File: config.mk
export PLATFORM = sky130hd
export DESIGN_NAME = mem_port_arbiter
export DESIGN_NICKNAME = d
export VERILOG_FILES = /design/src/rtl/mem_port_arbiter.sv
export SDC_FILE = /design/constraint.sdc
export NUM_CORES = 1
export LEC_CHECK = 0
export BUFFER_PORTS_ARGS = -buffer_cell sky130_fd_sc_hd__buf_2
export CAP_MARGIN = 0
export CORE_UTILIZATION = 30
export CTS_CLUSTER_DIAMETER = 80
export DETAILED_ROUTE_END_ITERATION = 10
export GPL_TIMING_DRIVEN = 0
export PLACE_DENSITY_LB_ADDON = 0.25
export SLEW_MARGIN = 20
export SYNTH_ARGS = -nofsm -noshare
export SYNTH_HDL_FRONTEND = slang
export SYNTH_SLANG_ARGS = --single-unit
export TNS_END_PERCENT = 100
File: constraint.sdc
create_clock -name clk -period 3.1 [get_ports clk]
set_input_delay 0.155 -clock clk [delete_from_list [all_inputs] [get_ports clk]]
set_output_delay 0.155 -clock clk [all_outputs]
set_load 0.01 [all_outputs]
File: src/rtl/mem_port_arbiter.sv
// mem_port_arbiter
// Shares one single-ported, fixed-latency memory between instruction fetch
// and the MEM-stage data port. Data requests win over fetches, one access is
// in flight at a time, and each access ends with a registered one-cycle
// ready pulse. The pipeline is frozen while either requester is waiting.

module mem_port_arbiter #(
    parameter int ADDR_W  = 32,
    parameter int DATA_W  = 32,
    parameter int MEM_LAT = 2      // cycles from mem_en to valid mem_rdata, 1..15
) (
    input  logic              clk,
    input  logic              reset,

    // instruction fetch port
    input  logic              if_req,
    input  logic [ADDR_W-1:0] if_addr,
    output logic [DATA_W-1:0] if_rdata,
    output logic              if_ready,

    // data (load/store) port
    input  logic              dm_req,
    input  logic              dm_we,
    input  logic [ADDR_W-1:0] dm_addr,
    input  logic [DATA_W-1:0] dm_wdata,
    output logic [DATA_W-1:0] dm_rdata,
    output logic              dm_ready,
    output logic              dm_err,

    // memory macro side
    output logic              mem_en,
    output logic              mem_we,
    output logic [ADDR_W-1:0] mem_addr,
    output logic [DATA_W-1:0] mem_wdata,
    input  logic [DATA_W-1:0] mem_rdata,

    // pipeline freeze
    output logic              stall_pipe
);

    typedef enum logic [1:0] {
        IDLE = 2'd0,
        WAIT = 2'd1,
        RESP = 2'd2
    } state_t;

    typedef enum logic {
        OWN_IF = 1'b0,
        OWN_DM = 1'b1
    } owner_t;

    // The counter starts at MEM_LAT-1 so that WAIT ends in the cycle where
    // mem_rdata becomes valid (MEM_LAT cycles after the grant cycle).
    localparam logic [3:0] CNT_INIT = 4'(MEM_LAT - 1);

    state_t     state;
    owner_t     owner;
    logic       owner_we;      // granted data access was a store
    logic [3:0] cnt;

    logic       grant_dm;
    logic       grant_if;
    logic       dm_misaligned;

    // Grant decode: only in IDLE, data port has priority over fetch.
    always_comb begin
        grant_dm      = (state == IDLE) && dm_req;
        grant_if      = (state == IDLE) && !dm_req && if_req;
        dm_misaligned = (dm_addr[1:0] != 2'b00);
    end

    // Memory strobe and request mux; all memory-side fields stay zero
    // unless a real access is issued this cycle.
    always_comb begin
        // NOTE: every output of a combinational block gets a default first, so no path leaves it unassigned and no latch is inferred.
        mem_en    = 1'b0;
        mem_we    = 1'b0;
        mem_addr  = '0;
        mem_wdata = '0;
        if (grant_dm && !dm_misaligned) begin
            mem_en    = 1'b1;
            mem_we    = dm_we;
            mem_addr  = dm_addr;
            mem_wdata = dm_wdata;
        end else if (grant_if) begin
            mem_en    = 1'b1;
            mem_addr  = if_addr;
        end
    end

    // A requester is stalled from the moment it raises req until its ready.
    assign stall_pipe = (if_req & ~if_ready) | (dm_req & ~dm_ready);

    // Arbiter FSM: grant in IDLE, time the latency in WAIT, pulse ready in RESP.
    always_ff @(posedge clk) begin
        if (reset) begin
            state    <= IDLE;
            owner    <= OWN_IF;
            owner_we <= 1'b0;
            cnt      <= '0;
            if_ready <= 1'b0;
            dm_ready <= 1'b0;
            dm_err   <= 1'b0;
            if_rdata <= '0;
            dm_rdata <= '0;
        end else begin
            // NOTE: state registers use non-blocking assignment so every register samples pre-edge values regardless of statement order.
            // Ready and error are single-cycle pulses; they are only set on
            // the transition into RESP.
            if_ready <= 1'b0;
            dm_ready <= 1'b0;
            dm_err   <= 1'b0;

            case (state)
                IDLE: begin
                    if (grant_dm) begin
                        owner    <= OWN_DM;
                        owner_we <= dm_we;
                        if (dm_misaligned) begin
                            // Never reaches the memory; answer with an error.
                            dm_ready <= 1'b1;
                            dm_err   <= 1'b1;
                            state    <= RESP;
                        end else begin
                            cnt      <= CNT_INIT;
                            state    <= WAIT;
                        end
                    end else if (grant_if) begin
                        owner    <= OWN_IF;
                        owner_we <= 1'b0;
                        cnt      <= CNT_INIT;
                        state    <= WAIT;
                    end
                end

                WAIT: begin
                    if (cnt != 4'd0) begin
                        cnt <= cnt - 4'd1;
                    end else begin
                        state <= RESP;
                        if (owner == OWN_IF) begin
                            if_rdata <= mem_rdata;
                            if_ready <= 1'b1;
                        end else begin
                            // Stores return no data; keep the last load result.
                            if (!owner_we) begin
                                dm_rdata <= mem_rdata;
                            end
                            dm_ready <= 1'b1;
                        end
                    end
                end

                RESP: begin
                    // Requests are ignored here; the requester drops req at
                    // the edge that ends this cycle.
                    state <= IDLE;
                end

                default: begin
                    state <= IDLE;
                end
            endcase
        end
    end

endmodule

==> metrics.md, run 1 <==
| Metric | Value |
|---|---|
| Status | finished clean |
| Core Region | 0.01051 sq mm |
| Drt pass-1 iters | 6 |
| Initial Util | between 30% and 40% |
| # setup viols final | 0 |
| Synth cell count leaders | nand2_1, dfxtp_1, a21oi_1, and2_1, a22o_1 |
| CP arrival | 2220 ps |
| Worst Max-Slew Pin Slew | between 600 and 700 ps |
| Static leakage | 2.522 nW |
| CTS tree | yes |
| Largest net degree at the start of global routing | 13 |
| First-pass GRT wire length | 19490 microns |
| Final Wtd Congestion | 0.8551 |
| Number of flops mapped to enable cells by yosys | 0 |
| NumNets Final | approximately 830 |
| Synth top area cells | dfxtp_1, nand2_1, a21oi_1 |
| Largest area contributor in the netlist | dfxtp_1 |
| Most numerous cell in the Yosys netlist | nand2_1 |
| Resize count post-CTS | 0 |
| Power density over the cells | between 400 and 500 mW/mm^2 |
| Max-slew violations | 0 |
| Max_slew headroom | 55.43% |
| Crit path largest cell delay | 370 ps |
| DIE HEIGHT | 106.9 microns |
| Post-Syn Nets | 556 |
| Final period utilization | 76.63% |
| Placed cell count | 822 |
| Routed Wire Length | approximately 13000 microns |
| DP HPWL | 11020 microns |
| Critical Path RT | 2940 ps |
| Max Clk Rate | 421.0 MHz |
| Vias/cell | 4.761 |
| Top_reg_cell synth | dfxtp_1 |
| # IOs | about 270 |
| Sink Count | 75 |
| Clk pin slew, worst setup/hold paths | 80 ps |
| H-tree levels | 3 |
| Area grow syn2layout | 51.63% |
| # rows | 37 |
| CP Class | reg -> out |
| Ys async rst share | 0% |
| Syn_area_per_cell | 7.834 sq um |
| RSZ-0062 raised after global routing | no |
| DRC | 0 |
| CP max FO | 10 |
| Synth Instances | between 400 and 500 |
| Critical path launch point type | flop |
| Max Cap Viol | 0 |
| #FFs+latches synth | 75 |
| Fin cells | 837 |
| Wire length per cell | 15.81 microns |
| Ratio of cells with drive above 1 in the final layout | 42.23% |
| Yosys Warn Count | 0 |
| Setup crit end kind | output port |
| Setup TNS | 0 ps |
| Distinct cells, synth | 34 |
| CTS Buf Count | 9 |
| Initial DRC Count | 181 |
| CP max-delay cell | nor3_4 |
| Setup Buffers After CTS | 0 |
| WP buf/inv | 3 |
| GRT Residual Overflow | 0 |
| Worst-Skew Late Latency | 350 ps |
| Root Driver | clkbuf_8 |
| Mapped Area | around 0.0033 sq mm |
| Initial antenna violation count | 0 |
| Diode count | 0 |
| Die ar. | approximately 0.011 sq mm |
| Number of global-route vias before repair | ~3800 |
| Max Buffers Root-to-Sink | 2 |
| Critical path's top delay family | simple AND/OR/NAND/NOR gates |
| Buffers on Ports | 265 |
| Register area share after synthesis | 45.52% |
| Clk_skew | 11.02 ps |
| GRT Total Usage | 22.65% |
| Final hold vios | 0 |
| Post-cts hold buffer count | 0 |
| Minimum clock period after layout | 2375 ps |
| Sequence of cells on the critical path | buf_4, nor2_1, nand2_1, nor3_4, buf_2, a22o_1, buf_2 |
| Peak supply drop | between 0.0002 and 0.0003 V |
| Final ANT Viol Nets | 0 |
| Most used cell, CP | buf_2 |
| Via count | 3985 |
| Die width | 106.9 microns |
| Hold Path Class | in -> reg |
| Post-synth top area share | 45.52% |
## layout make-up
type                       count  area [sq um]
tap                          136         170.2
fill                        1067          5508
inverter                       5         18.77
buffer                        33         142.6
sequential                    75          1501
clock buffer                  10         127.6
multi-input combinational    308          1635
timing repair buffer         265          1326
clock inverter                 5         78.83
## worst paths after layout
check                              startpoint           end  slack, ps  cells after the start
worst min register to register   if_rdata[17]  if_rdata[17]        450                      2
worst max-delay path                 state[0]   mem_addr[8]        720                      7
worst min-delay path            mem_rdata[12]  dm_rdata[12]         40                      3
worst max register to register         cnt[0]  if_rdata[21]        970                      7
## worst min-delay path, stage by stage
cell and delay (ps):
buf_2 100, nand2_1 50, a21oi_1 50
## layer usage
layer / up-vias / global-route usage (%) / part of all wire (%)
met5: - / 0 / 0
met4: 0 / 10.27 / 4.0
met3: 35 / 6.748 / 7.0
met2: 166 / 41.66 / 51
met1: 1821 / 23.51 / 38
li1: 1963 / - / -
## cell usage in the layout, fill, tap and decap left out, types with 3 or more instances in the layout
cell,n
clkbuf_1,20
nor3_1,3
a21oi_1,67
buf_2,277
nand2_1,133
dfxtp_1,75
a22o_1,30
o21ai_0,3
and2_1,35
clkbuf_8,9
a211oi_1,4
nor2b_1,3
inv_1,5
nor2_1,8
## stage by stage
stage                     setup slack, ps  power (mW)  util, %  instance area [sq um]  hold WS [ps]
after CTS                           685.4       2.330    47.59                   5001         40.00
final                               724.6       2.315    47.59                   5001         44.38
after detailed placement            922.5       1.540    45.62                   4795         413.1
after global placement               1005       1.528    45.62                   4795         407.1
after global routing                517.8       2.423    47.59                   5001         37.13
after floorplan                      1363       1.300        -                   3298         291.0
## power breakdown
group | internal (mW) | leakage [nW] | switching, mW
registers | 1.01 | 0.607 | 0.0274
logic | 0.208 | 1.81 | 0.271
clock network | 0.448 | 0.106 | 0.352
total | 1.66 | 2.52 | 0.650
## cells by family after synthesis
kind of cell	count (synthesis)	synth area share (%)
buffers and inverters	38	4.894
AND/OR/NAND/NOR	196	28.00
AO/OA/AOI/OAI	110	20.83
adder cells (fa/ha/maj)	2	0.7586
flip-flops	75	45.52
## flip-flops by register name, summed over array words and instances (netlist names)
signal / cells
cnt: 4
if_ready: 1
owner: 1
owner_we: 1
dm_rdata: 32
dm_ready: 1
dm_err: 1
state: 2
if_rdata: 32
Note: power is estimated with default switching activity, not from simulation.
==> run 2, diff against run 1 <==
==> constraint.sdc (replaced) <==
create_clock -name clk -period 2.01 [get_ports clk]
set_input_delay 0.1005 -clock clk [delete_from_list [all_inputs] [get_ports clk]]
set_output_delay 0.1005 -clock clk [all_outputs]
set_load 0.01 [all_outputs]
==> run 2 against run 1 <==
Final cell count increased by 2.5%. Via count increased by 1.8%. Power increased by 57%. Design area increased by 6.3%. Clock power increased by 54%. Clock-buffer cell count unchanged. Hold slack got worse by 37 ps. Sequential power increased by 54%. Sequential cell count unchanged. Register-to-register slack got worse by 840 ps. Global-route usage increased by 0.21 points. Critical path depth increased by 1. Critical path type unchanged. Largest cell class is now buffers.
==> metrics.md, run 2 (same netlist as run 1, synthesis figures left out) <==
| Metric | Value |
|---|---|
| Largest net degree at the start of global routing | 13 |
| Area grow syn2layout | 61.12% |
| Drt pass-1 iters | 5 |
| CTS Buf Count | 9 |
| Root Driver | clkbuf_8 |
| Clk pin slew, worst setup/hold paths | approximately 80 ps |
| Final period utilization | 96.02% |
| Vias/cell | 4.726 |
| Worst setup margin | about 80 ps |
| Clk_skew | between 9 and 10 ps |
| # setup viols final | 0 |
| GRT Residual Overflow | 0 |
| Diode count | 0 |
| CP max FO | 10 |
| CP Class | reg -> out |
| Status | finished clean |
| DP HPWL | 11020 microns |
| Routed Wire Length | 13510 microns |
| Max Buffers Root-to-Sink | 2 |
| FF-to-FF Start | cnt[0] |
| Minimum clock period after layout | between 1500 and 2000 ps |
| Final Util | 50.57% |
| # rows | 37 |
| Cells on worst reg2reg path | 7 |
| # IOs | 267 |
| Die width | 106.9 microns |
| Top Registers | dm_rdata: 32 flops, if_rdata: 32 flops, cnt: 4 flops |
| Max-slew violations | 0 |
| GRT Total Usage | 22.86% |
| Initial antenna violation count | 0 |
| Max Clk Rate | between 500 and 600 MHz |
| Most frequent cells in the layout | buf_2, nand2_1, dfxtp_1, a21oi_1, and2_1 |
| Power density over the cells | slightly below 700 mW/mm^2 |
| Flop2flop setup slack | between 100 and 150 ps |
| Setup crit end kind | output port |
| Hold Path Cell Cnt | 3 |
| Wire length per cell | 15.75 microns |
| Initial Util | 31.38% |
| Worst-Skew Late Latency | 350 ps |
| Most common cell after layout, fill and taps aside | buf_2 |
| Critical path launch point type | flop |
| Hold Path Class | in -> reg |
| Max_slew headroom | 53.50% |
| Placed cell count | about 820 |
| Fin cells | 858 |
| Hold Crit Start | mem_rdata[11] |
| Fin Hold WS | 7.281 ps |
| Final Wtd Congestion | 0.8551 |
| Core Region | 0.01051 sq mm |
| Number of global-route vias before repair | 3848 |
| Initial DRC Count | approximately 180 |
| H-tree levels | 3 |
| Final hold vios | 0 |
| CTS tree | yes |
| NumNets Final | 853 |
| Peak supply drop | 0.0003922 V |
| Final ANT Viol Nets | 0 |
| Hold endpoint | dm_rdata[11] |
| Via count | 4055 |
| Critical Path RT | roughly 1900 ps |
| Die ar. | ~0.011 sq mm |
| Buffers on Ports | 265 |
| Worst Max-Slew Pin Slew | between 600 and 700 ps |
| Worst r2r dst | dm_rdata[15] |
| DIE HEIGHT | roughly 110 microns |
| Sink Count | 75 |
| First-pass GRT wire length | 19710 microns |
| DRC | 0 |
| CP arrival | 1830 ps |
| Ratio of cells with drive above 1 in the final layout | 43.63% |
| Static leakage | approximately 2.7 nW |
| Setup WS pre-CTS | -167.5 ps |
| Max Cap Viol | 0 |
[run 2: cell count changes in the layout (fill, tap and decap cells not counted), sizes merged]
cell and change:
buf +4, dlygate4sd3 +19, clkbuf -2
[run 2: repair_timing]
item	CTS	global route
hold buffers	16	3
setup buffers	2	1
endpoints found under the hold margin	23	3
resized for setup	13	31
endpoints found under the setup margin	85	123
pin swaps	1	3
[run 2: power breakdown]
group	switching [mW]	leakage (nW)	internal, mW
logic	0.434	1.95	0.374
clock network	0.542	0.106	0.691
registers	0.0469	0.608	1.56
[run 2: through the flow]
step	instance area, sq um	power [mW]	setup TNS (ps)
4_1_cts	5220	3.636	-48.63
3_3_place_gp	4795	2.357	-890.9
5_1_grt	5314	3.811	-16.23
2_1_floorplan	3298	2.005	0
6_report	5314	3.643	0
3_5_place_dp	4795	2.375	-2318
[run 2: critical path, cell delays in order (launching register included)]
cell	delay [ps]
dfxtp_1	300
buf_4	170
nor2_4	150
nand2_4	90
nor3_4	150
buf_12	150
clkbuf_4	160
and2_1	130
buf_2	180
[run 2: per-layer routing]
metal | GRT usage (%) | wire, microns
met5 | 0 | 0
met4 | 9.883 | 495
met3 | 6.748 | 952
met2 | 42.17 | 6888
met1 | 23.85 | 5177
[run 2: cell type report]
cell class	count	area [sq um]
sequential	75	1503
multi-input combinational	308	1678
clock inverter	5	78.83
timing repair buffer	287	1554
buffer	32	183.9
clock buffer	10	127.6
inverter	5	18.77
fill	1038	5195
tap	136	170.2
[run 2: how the worst max path moves through the flow]
stage                   from            end  slack [ps]  depth (start not counted)
floorplan             cnt[0]    dm_rdata[2]         270                          8
global placement      cnt[0]   if_rdata[24]         -90                          7
detailed placement    cnt[0]   if_rdata[21]        -170                          7
CTS                 state[0]    mem_addr[8]         -30                          8
global route        state[0]  mem_wdata[20]         -10                          8
finish              state[0]  mem_wdata[17]          80                          8
